==> src/rtl/pipe_stage_regs_pkg.sv <==
// Shared constants and types for the RV32I pipeline stage registers.
package pipe_stage_regs_pkg;

  localparam int unsigned XLEN       = 32;
  localparam logic [31:0] NOP_INSTR  = 32'h0000_0013;
  localparam int unsigned ALU_CTRL_W = 3;

  typedef enum logic [1:0] {
    ResSrcAlu = 2'b00,
    ResSrcMem = 2'b01,
    ResSrcPc4 = 2'b10,
    ResSrcImm = 2'b11
  } result_src_e;

  // Control bundle carried from decode into execute.
  typedef struct packed {
    logic                  reg_write;
    logic                  mem_write;
    logic                  jump;
    logic                  branch;
    logic                  alu_src;
    result_src_e           result_src;
    logic [ALU_CTRL_W-1:0] alu_control;
  } ex_ctrl_t;

endpackage

==> src/rtl/pipe_stage_regs_if.sv <==
// Fetch/decode inputs, hazard controls and registered stage outputs of the pipeline registers.
interface pipe_stage_regs_if #(
  parameter int unsigned XLEN  = 32,
  parameter int unsigned CNT_W = 16
);
  import pipe_stage_regs_pkg::*;

  logic [XLEN-1:0]       PCNextF, PCPlus4F;
  logic [31:0]           InstrF;
  logic                  StallF, StallD, FlushD, FlushE;
  logic                  RegWriteD, MemWriteD, JumpD, BranchD, ALUSrcD;
  logic [1:0]            ResultSrcD;
  logic [ALU_CTRL_W-1:0] ALUControlD;
  logic [XLEN-1:0]       RD1D, RD2D, ImmExtD;
  logic [4:0]            Rs1D, Rs2D, RdD;

  logic [XLEN-1:0]       PCF;
  logic [31:0]           InstrD;
  logic [XLEN-1:0]       PCD, PCPlus4D;
  logic                  ValidD;
  logic                  RegWriteE, MemWriteE, JumpE, BranchE, ALUSrcE;
  logic [1:0]            ResultSrcE;
  logic [ALU_CTRL_W-1:0] ALUControlE;
  logic [XLEN-1:0]       RD1E, RD2E, ImmExtE;
  logic [4:0]            Rs1E, Rs2E, RdE;
  logic [XLEN-1:0]       PCE, PCPlus4E;
  logic                  ValidE;
  logic [CNT_W-1:0]      StallCnt, FlushCnt;

  modport master (
    output PCNextF, PCPlus4F, InstrF, StallF, StallD, FlushD, FlushE,
           RegWriteD, MemWriteD, JumpD, BranchD, ALUSrcD, ResultSrcD, ALUControlD,
           RD1D, RD2D, ImmExtD, Rs1D, Rs2D, RdD,
    input  PCF, InstrD, PCD, PCPlus4D, ValidD,
           RegWriteE, MemWriteE, JumpE, BranchE, ALUSrcE, ResultSrcE, ALUControlE,
           RD1E, RD2E, ImmExtE, Rs1E, Rs2E, RdE, PCE, PCPlus4E, ValidE,
           StallCnt, FlushCnt
  );

  modport slave (
    input  PCNextF, PCPlus4F, InstrF, StallF, StallD, FlushD, FlushE,
           RegWriteD, MemWriteD, JumpD, BranchD, ALUSrcD, ResultSrcD, ALUControlD,
           RD1D, RD2D, ImmExtD, Rs1D, Rs2D, RdD,
    output PCF, InstrD, PCD, PCPlus4D, ValidD,
           RegWriteE, MemWriteE, JumpE, BranchE, ALUSrcE, ResultSrcE, ALUControlE,
           RD1E, RD2E, ImmExtE, Rs1E, Rs2E, RdE, PCE, PCPlus4E, ValidE,
           StallCnt, FlushCnt
  );

endinterface

==> src/rtl/pipe_stage_regs_sat_counter.sv <==
// Event counter with synchronous clear that sticks at all-ones instead of wrapping.
module pipe_stage_regs_sat_counter #(
  parameter int unsigned WIDTH = 16
) (
  input  logic             clk,
  input  logic             i_clr,
  input  logic             i_en,
  output logic [WIDTH-1:0] o_cnt
);

  logic [WIDTH-1:0] r_cnt;

  always_ff @(posedge clk) begin
    if (i_clr) begin
      r_cnt <= '0;
    end else if (i_en && (r_cnt != '1)) begin
      r_cnt <= r_cnt + WIDTH'(1);
    end
  end

  assign o_cnt = r_cnt;

endmodule

==> src/rtl/pipe_stage_regs.sv <==
// PC, IF/ID and ID/EX registers applying stall/flush, with explicit valid bits and event counters.
module pipe_stage_regs #(
  parameter int unsigned     XLEN      = pipe_stage_regs_pkg::XLEN,
  parameter logic [XLEN-1:0] RESET_PC  = '0,
  parameter logic [31:0]     NOP_INSTR = pipe_stage_regs_pkg::NOP_INSTR,
  parameter int unsigned     CNT_W     = 16
) (
  input logic              clk,
  input logic              rst,
  pipe_stage_regs_if.slave io_bus
);
  import pipe_stage_regs_pkg::*;

  logic [XLEN-1:0] r_pc_f;
  logic [31:0]     r_instr_d;
  logic [XLEN-1:0] r_pc_d, r_pc_plus4_d;
  logic            r_valid_d;

  ex_ctrl_t        r_ctrl_e, w_ctrl_d;
  logic [XLEN-1:0] r_rd1_e, r_rd2_e, r_imm_e, r_pc_e, r_pc_plus4_e;
  logic [4:0]      r_rs1_e, r_rs2_e, r_rd_e;
  logic            r_valid_e;

  logic [CNT_W-1:0] w_stall_cnt, w_flush_cnt;

  // A bubble leaving decode must never write the register file or memory.
  always_comb begin
    w_ctrl_d.reg_write   = io_bus.RegWriteD & r_valid_d;
    w_ctrl_d.mem_write   = io_bus.MemWriteD & r_valid_d;
    w_ctrl_d.jump        = io_bus.JumpD;
    w_ctrl_d.branch      = io_bus.BranchD;
    w_ctrl_d.alu_src     = io_bus.ALUSrcD;
    w_ctrl_d.result_src  = result_src_e'(io_bus.ResultSrcD);
    w_ctrl_d.alu_control = io_bus.ALUControlD;
  end

  always_ff @(posedge clk) begin
    if (rst) begin
      r_pc_f       <= RESET_PC;
      r_instr_d    <= NOP_INSTR;
      r_pc_d       <= '0;
      r_pc_plus4_d <= '0;
      r_valid_d    <= 1'b0;
      r_ctrl_e     <= '0;
      r_rd1_e      <= '0;
      r_rd2_e      <= '0;
      r_imm_e      <= '0;
      r_rs1_e      <= '0;
      r_rs2_e      <= '0;
      r_rd_e       <= '0;
      r_pc_e       <= '0;
      r_pc_plus4_e <= '0;
      r_valid_e    <= 1'b0;
    end else begin
      if (!io_bus.StallF) r_pc_f <= io_bus.PCNextF;

      if (io_bus.FlushD) begin
        r_instr_d    <= NOP_INSTR;
        r_pc_d       <= '0;
        r_pc_plus4_d <= '0;
        r_valid_d    <= 1'b0;
      end else if (!io_bus.StallD) begin
        r_instr_d    <= io_bus.InstrF;
        r_pc_d       <= r_pc_f;
        r_pc_plus4_d <= io_bus.PCPlus4F;
        r_valid_d    <= 1'b1;
      end

      // Data fields are cleared too so hazard detection never matches a stale RdE.
      if (io_bus.FlushE) begin
        r_ctrl_e     <= '0;
        r_rd1_e      <= '0;
        r_rd2_e      <= '0;
        r_imm_e      <= '0;
        r_rs1_e      <= '0;
        r_rs2_e      <= '0;
        r_rd_e       <= '0;
        r_pc_e       <= '0;
        r_pc_plus4_e <= '0;
        r_valid_e    <= 1'b0;
      end else begin
        r_ctrl_e     <= w_ctrl_d;
        r_rd1_e      <= io_bus.RD1D;
        r_rd2_e      <= io_bus.RD2D;
        r_imm_e      <= io_bus.ImmExtD;
        r_rs1_e      <= io_bus.Rs1D;
        r_rs2_e      <= io_bus.Rs2D;
        r_rd_e       <= io_bus.RdD;
        r_pc_e       <= r_pc_d;
        r_pc_plus4_e <= r_pc_plus4_d;
        r_valid_e    <= r_valid_d;
      end
    end
  end

  pipe_stage_regs_sat_counter #(.WIDTH(CNT_W)) u_stall_cnt (
    .clk   (clk),
    .i_clr (rst),
    .i_en  (io_bus.StallF),
    .o_cnt (w_stall_cnt)
  );

  pipe_stage_regs_sat_counter #(.WIDTH(CNT_W)) u_flush_cnt (
    .clk   (clk),
    .i_clr (rst),
    .i_en  (io_bus.FlushE),
    .o_cnt (w_flush_cnt)
  );

  assign io_bus.PCF         = r_pc_f;
  assign io_bus.InstrD      = r_instr_d;
  assign io_bus.PCD         = r_pc_d;
  assign io_bus.PCPlus4D    = r_pc_plus4_d;
  assign io_bus.ValidD      = r_valid_d;
  assign io_bus.RegWriteE   = r_ctrl_e.reg_write;
  assign io_bus.MemWriteE   = r_ctrl_e.mem_write;
  assign io_bus.JumpE       = r_ctrl_e.jump;
  assign io_bus.BranchE     = r_ctrl_e.branch;
  assign io_bus.ALUSrcE     = r_ctrl_e.alu_src;
  assign io_bus.ResultSrcE  = r_ctrl_e.result_src;
  assign io_bus.ALUControlE = r_ctrl_e.alu_control;
  assign io_bus.RD1E        = r_rd1_e;
  assign io_bus.RD2E        = r_rd2_e;
  assign io_bus.ImmExtE     = r_imm_e;
  assign io_bus.Rs1E        = r_rs1_e;
  assign io_bus.Rs2E        = r_rs2_e;
  assign io_bus.RdE         = r_rd_e;
  assign io_bus.PCE         = r_pc_e;
  assign io_bus.PCPlus4E    = r_pc_plus4_e;
  assign io_bus.ValidE      = r_valid_e;
  assign io_bus.StallCnt    = w_stall_cnt;
  assign io_bus.FlushCnt    = w_flush_cnt;

endmodule

==> src/flat_wrapper.sv <==
// flat-port wrapper written by rule: the top's interface ports become plain ports
module pipe_stage_regs_flat import pipe_stage_regs_pkg::*;
#(
  parameter int unsigned     XLEN      = pipe_stage_regs_pkg::XLEN,
  parameter logic [XLEN-1:0] RESET_PC  = '0,
  parameter logic [31:0]     NOP_INSTR = pipe_stage_regs_pkg::NOP_INSTR,
  parameter int unsigned     CNT_W     = 16
)
  (clk, rst, io_bus_PCNextF, io_bus_PCPlus4F, io_bus_InstrF, io_bus_StallF, io_bus_StallD, io_bus_FlushD, io_bus_FlushE, io_bus_RegWriteD, io_bus_MemWriteD, io_bus_JumpD, io_bus_BranchD, io_bus_ALUSrcD, io_bus_ResultSrcD, io_bus_ALUControlD, io_bus_RD1D, io_bus_RD2D, io_bus_ImmExtD, io_bus_Rs1D, io_bus_Rs2D, io_bus_RdD, io_bus_PCF, io_bus_InstrD, io_bus_PCD, io_bus_PCPlus4D, io_bus_ValidD, io_bus_RegWriteE, io_bus_MemWriteE, io_bus_JumpE, io_bus_BranchE, io_bus_ALUSrcE, io_bus_ResultSrcE, io_bus_ALUControlE, io_bus_RD1E, io_bus_RD2E, io_bus_ImmExtE, io_bus_Rs1E, io_bus_Rs2E, io_bus_RdE, io_bus_PCE, io_bus_PCPlus4E, io_bus_ValidE, io_bus_StallCnt, io_bus_FlushCnt);
  pipe_stage_regs_if #(.XLEN(XLEN), .CNT_W(CNT_W)) io_bus_i ();
  input logic clk;
  input logic rst;
  input wire logic [$bits(io_bus_i.PCNextF)-1:0] io_bus_PCNextF;
  input wire logic [$bits(io_bus_i.PCPlus4F)-1:0] io_bus_PCPlus4F;
  input wire logic [$bits(io_bus_i.InstrF)-1:0] io_bus_InstrF;
  input wire logic [$bits(io_bus_i.StallF)-1:0] io_bus_StallF;
  input wire logic [$bits(io_bus_i.StallD)-1:0] io_bus_StallD;
  input wire logic [$bits(io_bus_i.FlushD)-1:0] io_bus_FlushD;
  input wire logic [$bits(io_bus_i.FlushE)-1:0] io_bus_FlushE;
  input wire logic [$bits(io_bus_i.RegWriteD)-1:0] io_bus_RegWriteD;
  input wire logic [$bits(io_bus_i.MemWriteD)-1:0] io_bus_MemWriteD;
  input wire logic [$bits(io_bus_i.JumpD)-1:0] io_bus_JumpD;
  input wire logic [$bits(io_bus_i.BranchD)-1:0] io_bus_BranchD;
  input wire logic [$bits(io_bus_i.ALUSrcD)-1:0] io_bus_ALUSrcD;
  input wire logic [$bits(io_bus_i.ResultSrcD)-1:0] io_bus_ResultSrcD;
  input wire logic [$bits(io_bus_i.ALUControlD)-1:0] io_bus_ALUControlD;
  input wire logic [$bits(io_bus_i.RD1D)-1:0] io_bus_RD1D;
  input wire logic [$bits(io_bus_i.RD2D)-1:0] io_bus_RD2D;
  input wire logic [$bits(io_bus_i.ImmExtD)-1:0] io_bus_ImmExtD;
  input wire logic [$bits(io_bus_i.Rs1D)-1:0] io_bus_Rs1D;
  input wire logic [$bits(io_bus_i.Rs2D)-1:0] io_bus_Rs2D;
  input wire logic [$bits(io_bus_i.RdD)-1:0] io_bus_RdD;
  output wire logic [$bits(io_bus_i.PCF)-1:0] io_bus_PCF;
  output wire logic [$bits(io_bus_i.InstrD)-1:0] io_bus_InstrD;
  output wire logic [$bits(io_bus_i.PCD)-1:0] io_bus_PCD;
  output wire logic [$bits(io_bus_i.PCPlus4D)-1:0] io_bus_PCPlus4D;
  output wire logic [$bits(io_bus_i.ValidD)-1:0] io_bus_ValidD;
  output wire logic [$bits(io_bus_i.RegWriteE)-1:0] io_bus_RegWriteE;
  output wire logic [$bits(io_bus_i.MemWriteE)-1:0] io_bus_MemWriteE;
  output wire logic [$bits(io_bus_i.JumpE)-1:0] io_bus_JumpE;
  output wire logic [$bits(io_bus_i.BranchE)-1:0] io_bus_BranchE;
  output wire logic [$bits(io_bus_i.ALUSrcE)-1:0] io_bus_ALUSrcE;
  output wire logic [$bits(io_bus_i.ResultSrcE)-1:0] io_bus_ResultSrcE;
  output wire logic [$bits(io_bus_i.ALUControlE)-1:0] io_bus_ALUControlE;
  output wire logic [$bits(io_bus_i.RD1E)-1:0] io_bus_RD1E;
  output wire logic [$bits(io_bus_i.RD2E)-1:0] io_bus_RD2E;
  output wire logic [$bits(io_bus_i.ImmExtE)-1:0] io_bus_ImmExtE;
  output wire logic [$bits(io_bus_i.Rs1E)-1:0] io_bus_Rs1E;
  output wire logic [$bits(io_bus_i.Rs2E)-1:0] io_bus_Rs2E;
  output wire logic [$bits(io_bus_i.RdE)-1:0] io_bus_RdE;
  output wire logic [$bits(io_bus_i.PCE)-1:0] io_bus_PCE;
  output wire logic [$bits(io_bus_i.PCPlus4E)-1:0] io_bus_PCPlus4E;
  output wire logic [$bits(io_bus_i.ValidE)-1:0] io_bus_ValidE;
  output wire logic [$bits(io_bus_i.StallCnt)-1:0] io_bus_StallCnt;
  output wire logic [$bits(io_bus_i.FlushCnt)-1:0] io_bus_FlushCnt;
  assign io_bus_i.PCNextF = io_bus_PCNextF;
  assign io_bus_i.PCPlus4F = io_bus_PCPlus4F;
  assign io_bus_i.InstrF = io_bus_InstrF;
  assign io_bus_i.StallF = io_bus_StallF;
  assign io_bus_i.StallD = io_bus_StallD;
  assign io_bus_i.FlushD = io_bus_FlushD;
  assign io_bus_i.FlushE = io_bus_FlushE;
  assign io_bus_i.RegWriteD = io_bus_RegWriteD;
  assign io_bus_i.MemWriteD = io_bus_MemWriteD;
  assign io_bus_i.JumpD = io_bus_JumpD;
  assign io_bus_i.BranchD = io_bus_BranchD;
  assign io_bus_i.ALUSrcD = io_bus_ALUSrcD;
  assign io_bus_i.ResultSrcD = io_bus_ResultSrcD;
  assign io_bus_i.ALUControlD = io_bus_ALUControlD;
  assign io_bus_i.RD1D = io_bus_RD1D;
  assign io_bus_i.RD2D = io_bus_RD2D;
  assign io_bus_i.ImmExtD = io_bus_ImmExtD;
  assign io_bus_i.Rs1D = io_bus_Rs1D;
  assign io_bus_i.Rs2D = io_bus_Rs2D;
  assign io_bus_i.RdD = io_bus_RdD;
  assign io_bus_PCF = io_bus_i.PCF;
  assign io_bus_InstrD = io_bus_i.InstrD;
  assign io_bus_PCD = io_bus_i.PCD;
  assign io_bus_PCPlus4D = io_bus_i.PCPlus4D;
  assign io_bus_ValidD = io_bus_i.ValidD;
  assign io_bus_RegWriteE = io_bus_i.RegWriteE;
  assign io_bus_MemWriteE = io_bus_i.MemWriteE;
  assign io_bus_JumpE = io_bus_i.JumpE;
  assign io_bus_BranchE = io_bus_i.BranchE;
  assign io_bus_ALUSrcE = io_bus_i.ALUSrcE;
  assign io_bus_ResultSrcE = io_bus_i.ResultSrcE;
  assign io_bus_ALUControlE = io_bus_i.ALUControlE;
  assign io_bus_RD1E = io_bus_i.RD1E;
  assign io_bus_RD2E = io_bus_i.RD2E;
  assign io_bus_ImmExtE = io_bus_i.ImmExtE;
  assign io_bus_Rs1E = io_bus_i.Rs1E;
  assign io_bus_Rs2E = io_bus_i.Rs2E;
  assign io_bus_RdE = io_bus_i.RdE;
  assign io_bus_PCE = io_bus_i.PCE;
  assign io_bus_PCPlus4E = io_bus_i.PCPlus4E;
  assign io_bus_ValidE = io_bus_i.ValidE;
  assign io_bus_StallCnt = io_bus_i.StallCnt;
  assign io_bus_FlushCnt = io_bus_i.FlushCnt;
  pipe_stage_regs #(.XLEN(XLEN), .RESET_PC(RESET_PC), .NOP_INSTR(NOP_INSTR), .CNT_W(CNT_W)) u_core (.clk(clk), .rst(rst), .io_bus(io_bus_i));
endmodule
==> config.mk <==
export PLATFORM = sky130hd
export DESIGN_NAME = pipe_stage_regs_flat
export DESIGN_NICKNAME = d
export VERILOG_FILES = /design/src/rtl/pipe_stage_regs_pkg.sv /design/src/rtl/pipe_stage_regs_if.sv /design/src/rtl/pipe_stage_regs_sat_counter.sv /design/src/rtl/pipe_stage_regs.sv /design/src/flat_wrapper.sv
export SDC_FILE = /design/constraint.sdc
export NUM_CORES = 1
export LEC_CHECK = 0
export ABC_AREA = 0
export CORE_AREA = 10 10 216 218
export DETAILED_ROUTE_END_ITERATION = 12
export DIE_AREA = 0 0 226 228
export GPL_TIMING_DRIVEN = 0
export PLACE_DENSITY = 0.67
export SETUP_SLACK_MARGIN = 0.2
export SYNTH_ARGS = -nofsm -noshare
export SYNTH_HDL_FRONTEND = slang
export SYNTH_SLANG_ARGS = --single-unit
==> constraint.sdc <==
create_clock -name clk -period 4.55 [get_ports clk]
set_clock_uncertainty 0.05 [all_clocks]
set_input_delay 0.91 -clock clk [delete_from_list [all_inputs] [get_ports clk]]
set_output_delay 0.91 -clock clk [all_outputs]
set_load 0.05 [all_outputs]
# ---- Word-level counts from Yosys, hierarchy flattened
# Cells that the tools add are included.
dict set report word_totals {
  regBits 347
  latch_bits 0
  mem_bits_rw 0
  romBits 0
  in_bits 223
  out_inout_bits 347
  elab_cells 33
  n_memories 0
}
dict set report op_classes {
  add_sub_neg 2
  n_mul 0
  div 0
  n_lt_le_gt_ge 0
  n_eq_ne 2
  n_shift 0
  mux 0
  bitwise 2
  n_reduce_logical 4
}
# cell n
set ops {}
lappend ops {{adder 16 x 1 -> 16 bit, second input constant} 2}
lappend ops {{inequality test 16 bit, second input constant} 2}
lappend ops {{OR reduction 2 bit} 2}
lappend ops {{bitwise AND 1 bit} 2}
lappend ops {{logical AND 1 bit} 2}

# ---- Longest topological paths before layout
# Gate-level depths: netlist of run 1.
dict set report depth {
  depth_word 2
  depth_mapped 6
  ltp_nobuf 5
}

# ---- Hierarchy
# From an unflattened synthesis of run 1, not the netlist that was laid out.
dict set report unflattened {
  hier_cells 1010
  hier_area_um2 11417.2
}
# mod instances cells_each area_each_um2 seq_area_each_um2
set by_module_without_submodules {}
lappend by_module_without_submodules {pipe_stage_regs 1 812 9720.6 6306.0}
lappend by_module_without_submodules {pipe_stage_regs_sat_counter 2 99 848.3 320.3}

# ---- Least setup slack after synthesis of run 1
# OpenSTA, ideal clock, no wires.
dict set report synth_timing {
  path_kind {input port to flip-flop}
  start {in io_bus_StallF}
  end {reg u_core.u_stall_cnt.r_cnt[9], in the netlist u_core.u_stall_cnt.o_cnt[9]}
  setup_time_ns 0.070
  arrival_ns 2.016
  t_required_ns 4.430
  path_slack_ns 2.413
  path_stages 5
  path_buffers 1
  path_cell_list {buf_4 -> and4_4 -> nand3_4 -> or4_1 -> a21oi_1}
}
dict set report synth_via {
  elab_chain_cells 1
}
# element line
set synth_lines {}
lappend synth_lines {{start: declaration} flat_wrapper.sv:16} ;# input wire logic [$bits(io_bus_i.StallF)-1:0] io_bus_StallF;
lappend synth_lines {{logical AND 1 bit} pipe_stage_regs_sat_counter.sv:16} ;# end else if (i_en && (r_cnt != '1)) begin
lappend synth_lines {{end signal: assignment} pipe_stage_regs_sat_counter.sv:17} ;# r_cnt <= r_cnt + WIDTH'(1);
lappend synth_lines {{end: declaration} pipe_stage_regs_sat_counter.sv:11} ;# logic [WIDTH-1:0] r_cnt;
# No other way between the ends.
# A chain may end at the register's enable or synchronous reset.

# ---- Final worst setup path of run 1
dict set report layout_timing {
  start {reg u_core.u_stall_cnt.r_cnt[3], in the netlist u_core.u_stall_cnt.o_cnt[3]}
  end {out io_bus_StallCnt[3]}
}
# element line
set layout_rtl {}
lappend layout_rtl {{end: declaration} flat_wrapper.sv:54} ;# output wire logic [$bits(io_bus_i.StallCnt)-1:0] io_bus_StallCnt;
# No word-level cell between the ends.

==> metrics.yaml, run 1 <==
drt-initial-drc-count: 343
drc: 0
hold_viol_final: 0
synth_cells: 1010
peakVddDrop_mv: 0.220
drt-total-wl_um: 43500
clk_latency_ns: 0.54
route.met2.wl_um: 21700
ctsResizeCount: 0
rows: 76
area_growth_pct: 68.3
critPathSlowestCell: "clkdlybuf4s50_1"
max_freq_ghz: 0.337
synth_ff_type: "dfxtp_1"
finalHoldWorstSlack_ns: 0.426
cp_max_fo: 9
synth_edf_count: 0
seq_area_frac_synth_pct: 62.2
overflow: 0
wl_met3_um: 4030
grt_max_degree: 14
cp.buffers_inverters: 1
path_cells: "clkdlybuf4s50_1"
final_cell_mix: "clkdlybuf4s50_1 (566), dfxtp_1 (347), and2_1 (183), nor2_1 (149), mux2i_1 (131)"
viasPerCell: 4.29
fin_area_um2: 18800
crit_family: "buffers and inverters"
regArea_um2: 6950
die_area_um2: 51500
hpwl_um: 34600
postRouteAntennaNets: 0
nets: 1842
status: "finished clean"
netlist_area_um2: 11200
grt_pass1_wl_um: 62900
hold_class: "flop to flop"
worst_slew_pin_slew_ns: 0.785
fillers: 3995
crit_path_max_incr_delay_ns: 0.91
final_common_cell: "clkdlybuf4s50_1"
cts_sinks: 347
setup_tns_ns: 0
min_period_over_period_pct: 65.3
rsz0062_at_grt: "false"
grt_pass1_vias: 9460
ys_ff_latch: 347
maxCapViolCount: 0
routabilityCongestion: 0.835
cts_max_level: 2
drtPass1Iterations: 7
track_usage_pct: 16.1
finalSetupViolations: 0
clk_pin_slew_worst_paths_ns: 0.06
ys.warnings.count: 0
cts_buffers: 39
start_util_pct: 26.3
powerDensity_nw_per_um2: 384
drive_gt1_share_pct: 5.52
floorplan.die.height_um: 228
p_leak_nw: 7.39
num_io_pins: 570
routed.top_layer: "met5"
diodes: 0
slew_headroom_pct: 47.7
dp.cells: 2122
crit_path_start_kind: "flop"
end_kind: "output pin"
wire_per_inst_um: 19.8
numPortBuffers: 566
cts_root_buf: "clkbuf_16"
timing_worst_setup_path_type: "flop to output pin"
slew_viol_final: 0
cts_setup_buffers: 0
fin_cells: 2194
core_area_um2: 42500
cts_tree: "built"
fin_total_pwr_mw: 7.22
place_area_um2: 17500
antenna_found_initial: 1
ys_types: 46
cts_hold_buf: 0
synth_fp_nets: 1235
crit_arrival_ns: 2.01
clock_path_buffers: 3
met1Wirelength_um: 16400
multi_input_area_um2: 3970
avgSynthCellArea_um2: 11.1
async_flop_share_pct: 0
cp.required_ns: 3.59
dieWidth_um: 226
vias: 9412
period_minus_slack_ns: 2.97
==> cell usage after synthesis (2+ instances only) <==
cell type,number,share of area [%]
xor2_1,2,0.16
mux2i_1,131,12
a31oi_1,2,0.11
or3_1,5,0.28
nor3b_1,2,0.13
and4_1,2,0.16
a21oi_1,15,0.67
nand3_1,12,0.54
o211a_1,2,0.18
or2_2,2,0.11
inv_1,9,0.30
or4_1,6,0.40
nor3_1,11,0.49
clkbuf_1,36,1.2
and4_4,2,0.20
nand2_1,16,0.54
buf_1,9,0.30
mux2_2,4,0.40
dfxtp_1,347,62
nor4_1,5,0.28
nor2b_1,3,0.17
and3_1,4,0.22
buf_2,9,0.40
o21ai_0,7,0.31
ha_1,2,0.22
nand4_1,8,0.45
nor2_1,149,5.0
and2_1,183,10
o31ai_1,8,0.54
==> kinds of logic after synthesis <==
family | count (synthesis) | share of synthesized area, %
simple gates | 418 | 20.2
flops | 347 | 62.2
mux | 135 | 12.1
buf+inv | 64 | 2.28
compound gates | 42 | 2.77
xor+xnor | 2 | 0.157
fa+ha+maj | 2 | 0.224
==> cell type report <==
type	count	area share [%]
inverters	9	0.180
flip-flops and latches	347	37.0
plain buffers	55	1.18
clock inverters	15	0.652
clock buffers	57	6.14
multi-input cells	599	21.1
repair buffers	566	30.1
well taps	546	3.63
==> registers in the layout, indices dropped and copies added (netlist names), 2 cells and up <==
name                       cells
u_core.io_bus.PCF             32
u_core.io_bus.ResultSrcE       2
u_core.io_bus.PCPlus4D        32
u_core.io_bus.InstrD          32
u_core.io_bus.PCPlus4E        32
u_core.io_bus.RD1E            32
u_core.u_stall_cnt.o_cnt      16
u_core.io_bus.PCE             32
u_core.u_flush_cnt.o_cnt      16
u_core.io_bus.Rs2E             5
u_core.io_bus.ALUControlE      3
u_core.io_bus.PCD             32
u_core.io_bus.RdE              5
u_core.io_bus.RD2E            32
u_core.io_bus.Rs1E             5
u_core.io_bus.ImmExtE         32
==> stage by stage <==
stage	utilization [%]	setup slack (ns)
final	44.2	1.58
after global routing	44.2	1.46
after CTS	44.2	1.49
after detailed placement	41.2	0.911
after global placement	41.2	0.904
after floorplan	-	2.41
==> layer usage <==
layer	track usage [%]	vias to the layer above
met5	0	-
met4	6.78	2
met3	5.68	68
met2	28.3	352
met1	17.1	4426
li1	-	4564
==> final timing paths <==
kind	from	to	slack, ns	cells past startpoint
max	u_core.u_stall_cnt.o_cnt[3]	io_bus_StallCnt[3]	1.58	1
min	u_core.io_bus.InstrD[1]	u_core.io_bus.InstrD[1]	0.43	2
max reg2reg	u_core.u_flush_cnt.o_cnt[0]	u_core.u_flush_cnt.o_cnt[14]	2.66	5
min reg2reg	u_core.io_bus.InstrD[1]	u_core.io_bus.InstrD[1]	0.43	2
==> power breakdown <==
part | leakage, nW | switching, mW | internal, mW | total (mW)
Sequential | 2.83 | 0.0474 | 3.13 | 3.18
Clock | 0.640 | 1.27 | 1.83 | 3.10
Combinational | 3.92 | 0.542 | 0.402 | 0.944
Total | 7.39 | 1.86 | 5.36 | 7.22
Note: power is estimated with default switching activity, not from simulation.
==> inputs of run 2 (changes only) <==
--- a/config.mk
+++ b/config.mk
@@ -6,11 +6,11 @@
 export NUM_CORES = 1
 export LEC_CHECK = 0
 export ABC_AREA = 0
-export CORE_AREA = 10 10 216 218
+export CORE_AREA = 10 10 211 213
 export DETAILED_ROUTE_END_ITERATION = 12
-export DIE_AREA = 0 0 226 228
+export DIE_AREA = 0 0 221 223
 export GPL_TIMING_DRIVEN = 0
-export PLACE_DENSITY = 0.67
+export PLACE_DENSITY = 0.69
 export SETUP_SLACK_MARGIN = 0.2
 export SYNTH_ARGS = -nofsm -noshare
 export SYNTH_HDL_FRONTEND = slang
==> constraint.sdc (replaced) <==
create_clock -name clk -period 2.9 [get_ports clk]
set_clock_uncertainty 0.05 [all_clocks]
set_input_delay 0.58 -clock clk [delete_from_list [all_inputs] [get_ports clk]]
set_output_delay 0.58 -clock clk [all_outputs]
set_load 0.05 [all_outputs]
==> run 2 against run 1 <==
Compared with the run above: non-clock buffer count stayed put; critical path depth stayed put; largest power group unchanged; die area is 4.4% lower; utilization is 2.1 points higher; sequential share of layout area is 0.22 points higher; clock-buffer cell count is 1 lower; highest routed layer unchanged.
==> metrics.yaml, run 2 (synthesis gave the netlist of run 1 again) <==
regArea_um2: 6950  # unchanged
cts_buffers: 37  # -5.1%
grt_pass1_vias: 9607  # +1.6%
cp.buffers_inverters: 1  # unchanged
core_area_um2: 40400  # -5.0%
vias: 9341  # -0.75%
min_period_over_period_pct: 90.0
drt-initial-drc-count: 435  # +27%
rsz0062_at_grt: "false"
end_kind: "output pin"
worst_slew_pin_slew_ns: 0.798  # +0.0131 ns
final_common_cell: "clkdlybuf4s50_1"
viasPerCell: 4.30  # +0.30%
slew_viol_final: 0  # unchanged
drt-total-wl_um: 42800  # -1.5%
powerDensity_nw_per_um2: 597  # +55%
max_freq_ghz: 0.383
track_usage_pct: 16.5  # +0.41 points
floorplan.die.height_um: 223  # -2.2%
timing_worst_setup_path_type: "flop to output pin"
setup_tns_ns: 0  # unchanged
num_io_pins: 570  # unchanged
hpwl_um: 34000  # -1.8%
overflow: 0  # unchanged
fillers: 3761  # -5.9%
status: "finished clean"
multi_input_area_um2: 3970  # about the same
r2r_slack_ns: 1.06  # -1.60 ns
dieWidth_um: 221  # -2.2%
finalSetupViolations: 0  # unchanged
postRouteAntennaNets: 0  # unchanged
routabilityCongestion: 0.862  # +3.3%
cp.required_ns: 2.27  # -1.32 ns
antenna_found_initial: 1  # unchanged
rows: 74  # -2.6%
peakVddDrop_mv: 0.381  # +73%
drc: 0  # unchanged
crit_family: "buffers and inverters"
cts_max_level: 2  # unchanged
cts_hold_buf: 0  # unchanged
drive_gt1_share_pct: 4.64  # -0.88 points
crit_arrival_ns: 1.98  # -0.03 ns
cts_sinks: 347  # unchanged
crit_path_max_incr_delay_ns: 0.93  # +0.02 ns
clock_path_buffers: 3  # unchanged
hold_class: "input pin to flop"
wire_per_inst_um: 19.7  # -0.47%
nets: 1840  # -0.11%
numPortBuffers: 566  # unchanged
grt_pass1_wl_um: 63200  # +0.44%
clk_latency_ns: 0.54  # about the same
cts_tree: "built"
grt_max_degree: 14  # unchanged
drtPass1Iterations: 5  # -2
start_util_pct: 27.7  # +1.4 points
slew_headroom_pct: 46.8  # -0.88 points
cts_root_buf: "clkbuf_16"
final_cell_mix: "clkdlybuf4s50_1 (566), dfxtp_1 (347), and2_1 (183), nor2_1 (148), mux2i_1 (131)"
path_cells: "clkdlybuf4s50_1"
cp_max_fo: 9  # unchanged
period_minus_slack_ns: 2.61
hold_viol_final: 0  # unchanged
p_leak_nw: 7.32  # -0.91%
clk_pin_slew_worst_paths_ns: 0.06  # about the same
post-route-util_pct: 46.3  # +2.1 points
critPathSlowestCell: "clkdlybuf4s50_1"
crit_path_start_kind: "flop"
area_growth_pct: 67.3
die_area_um2: 49300  # -4.4%
maxCapViolCount: 0  # unchanged
run 2: timing repair:
action	CTS	global route
resized for setup	1	0
setup buffers	0	0
setup endpoints to repair	7	0
hold endpoints to repair	0	0
run 2: cell type report:
cell class                 instances  area share (%)
clock buffer                      56            5.72
buffer                            55            1.19
tap                              532            3.56
multi-input combinational        599            21.3
antenna                            1          0.0134
clock inverter                     6           0.583
timing repair buffer             566            30.3
inverter                           9           0.181
sequential                       347            37.2
run 2: metal layers:
metal	track usage, %	part of all wire (%)
met5	0	0.042
met3	6.34	8.3
met2	29.0	50
met1	18.2	39
met4	4.77	1.9
run 2: power breakdown:
part | internal, mW | total, mW | switching (mW)
registers | 4.91 | 4.99 | 0.0771
clock network | 2.81 | 4.68 | 1.87
logic | 0.630 | 1.48 | 0.847
run 2: worst paths after layout:
| path | startpoint | to | cells after the start |
|---|---|---|---|
| max | u_core.u_stall_cnt.o_cnt[3] | io_bus_StallCnt[3] | 1 |
| min | io_bus_StallF | u_core.io_bus.PCF[1] | 3 |
| max reg2reg | u_core.u_flush_cnt.o_cnt[1] | u_core.u_flush_cnt.o_cnt[14] | 5 |
| min reg2reg | u_core.io_bus.InstrD[1] | u_core.io_bus.InstrD[1] | 2 |
run 2: metrics by stage:
stage	std cells	power (mW)	hold slack [ns]	setup slack (ns)	area (µm²)
detailed placement	2108	6.58	0.419	-0.431	17500
floorplan	1010	5.86	0.601	0.880	11200
CTS	2170	11.3	0.392	0.257	18700
finish	2171	11.1	0.402	0.289	18700
global route	2170	11.5	0.426	0.211	18700
global placement	2108	6.57	0.406	-0.425	17500
run 2: tightest hold or removal path, cell delays in order:
cell     delay [ns]
buf_4          0.20
mux2i_1        0.10
nor2_1         0.07
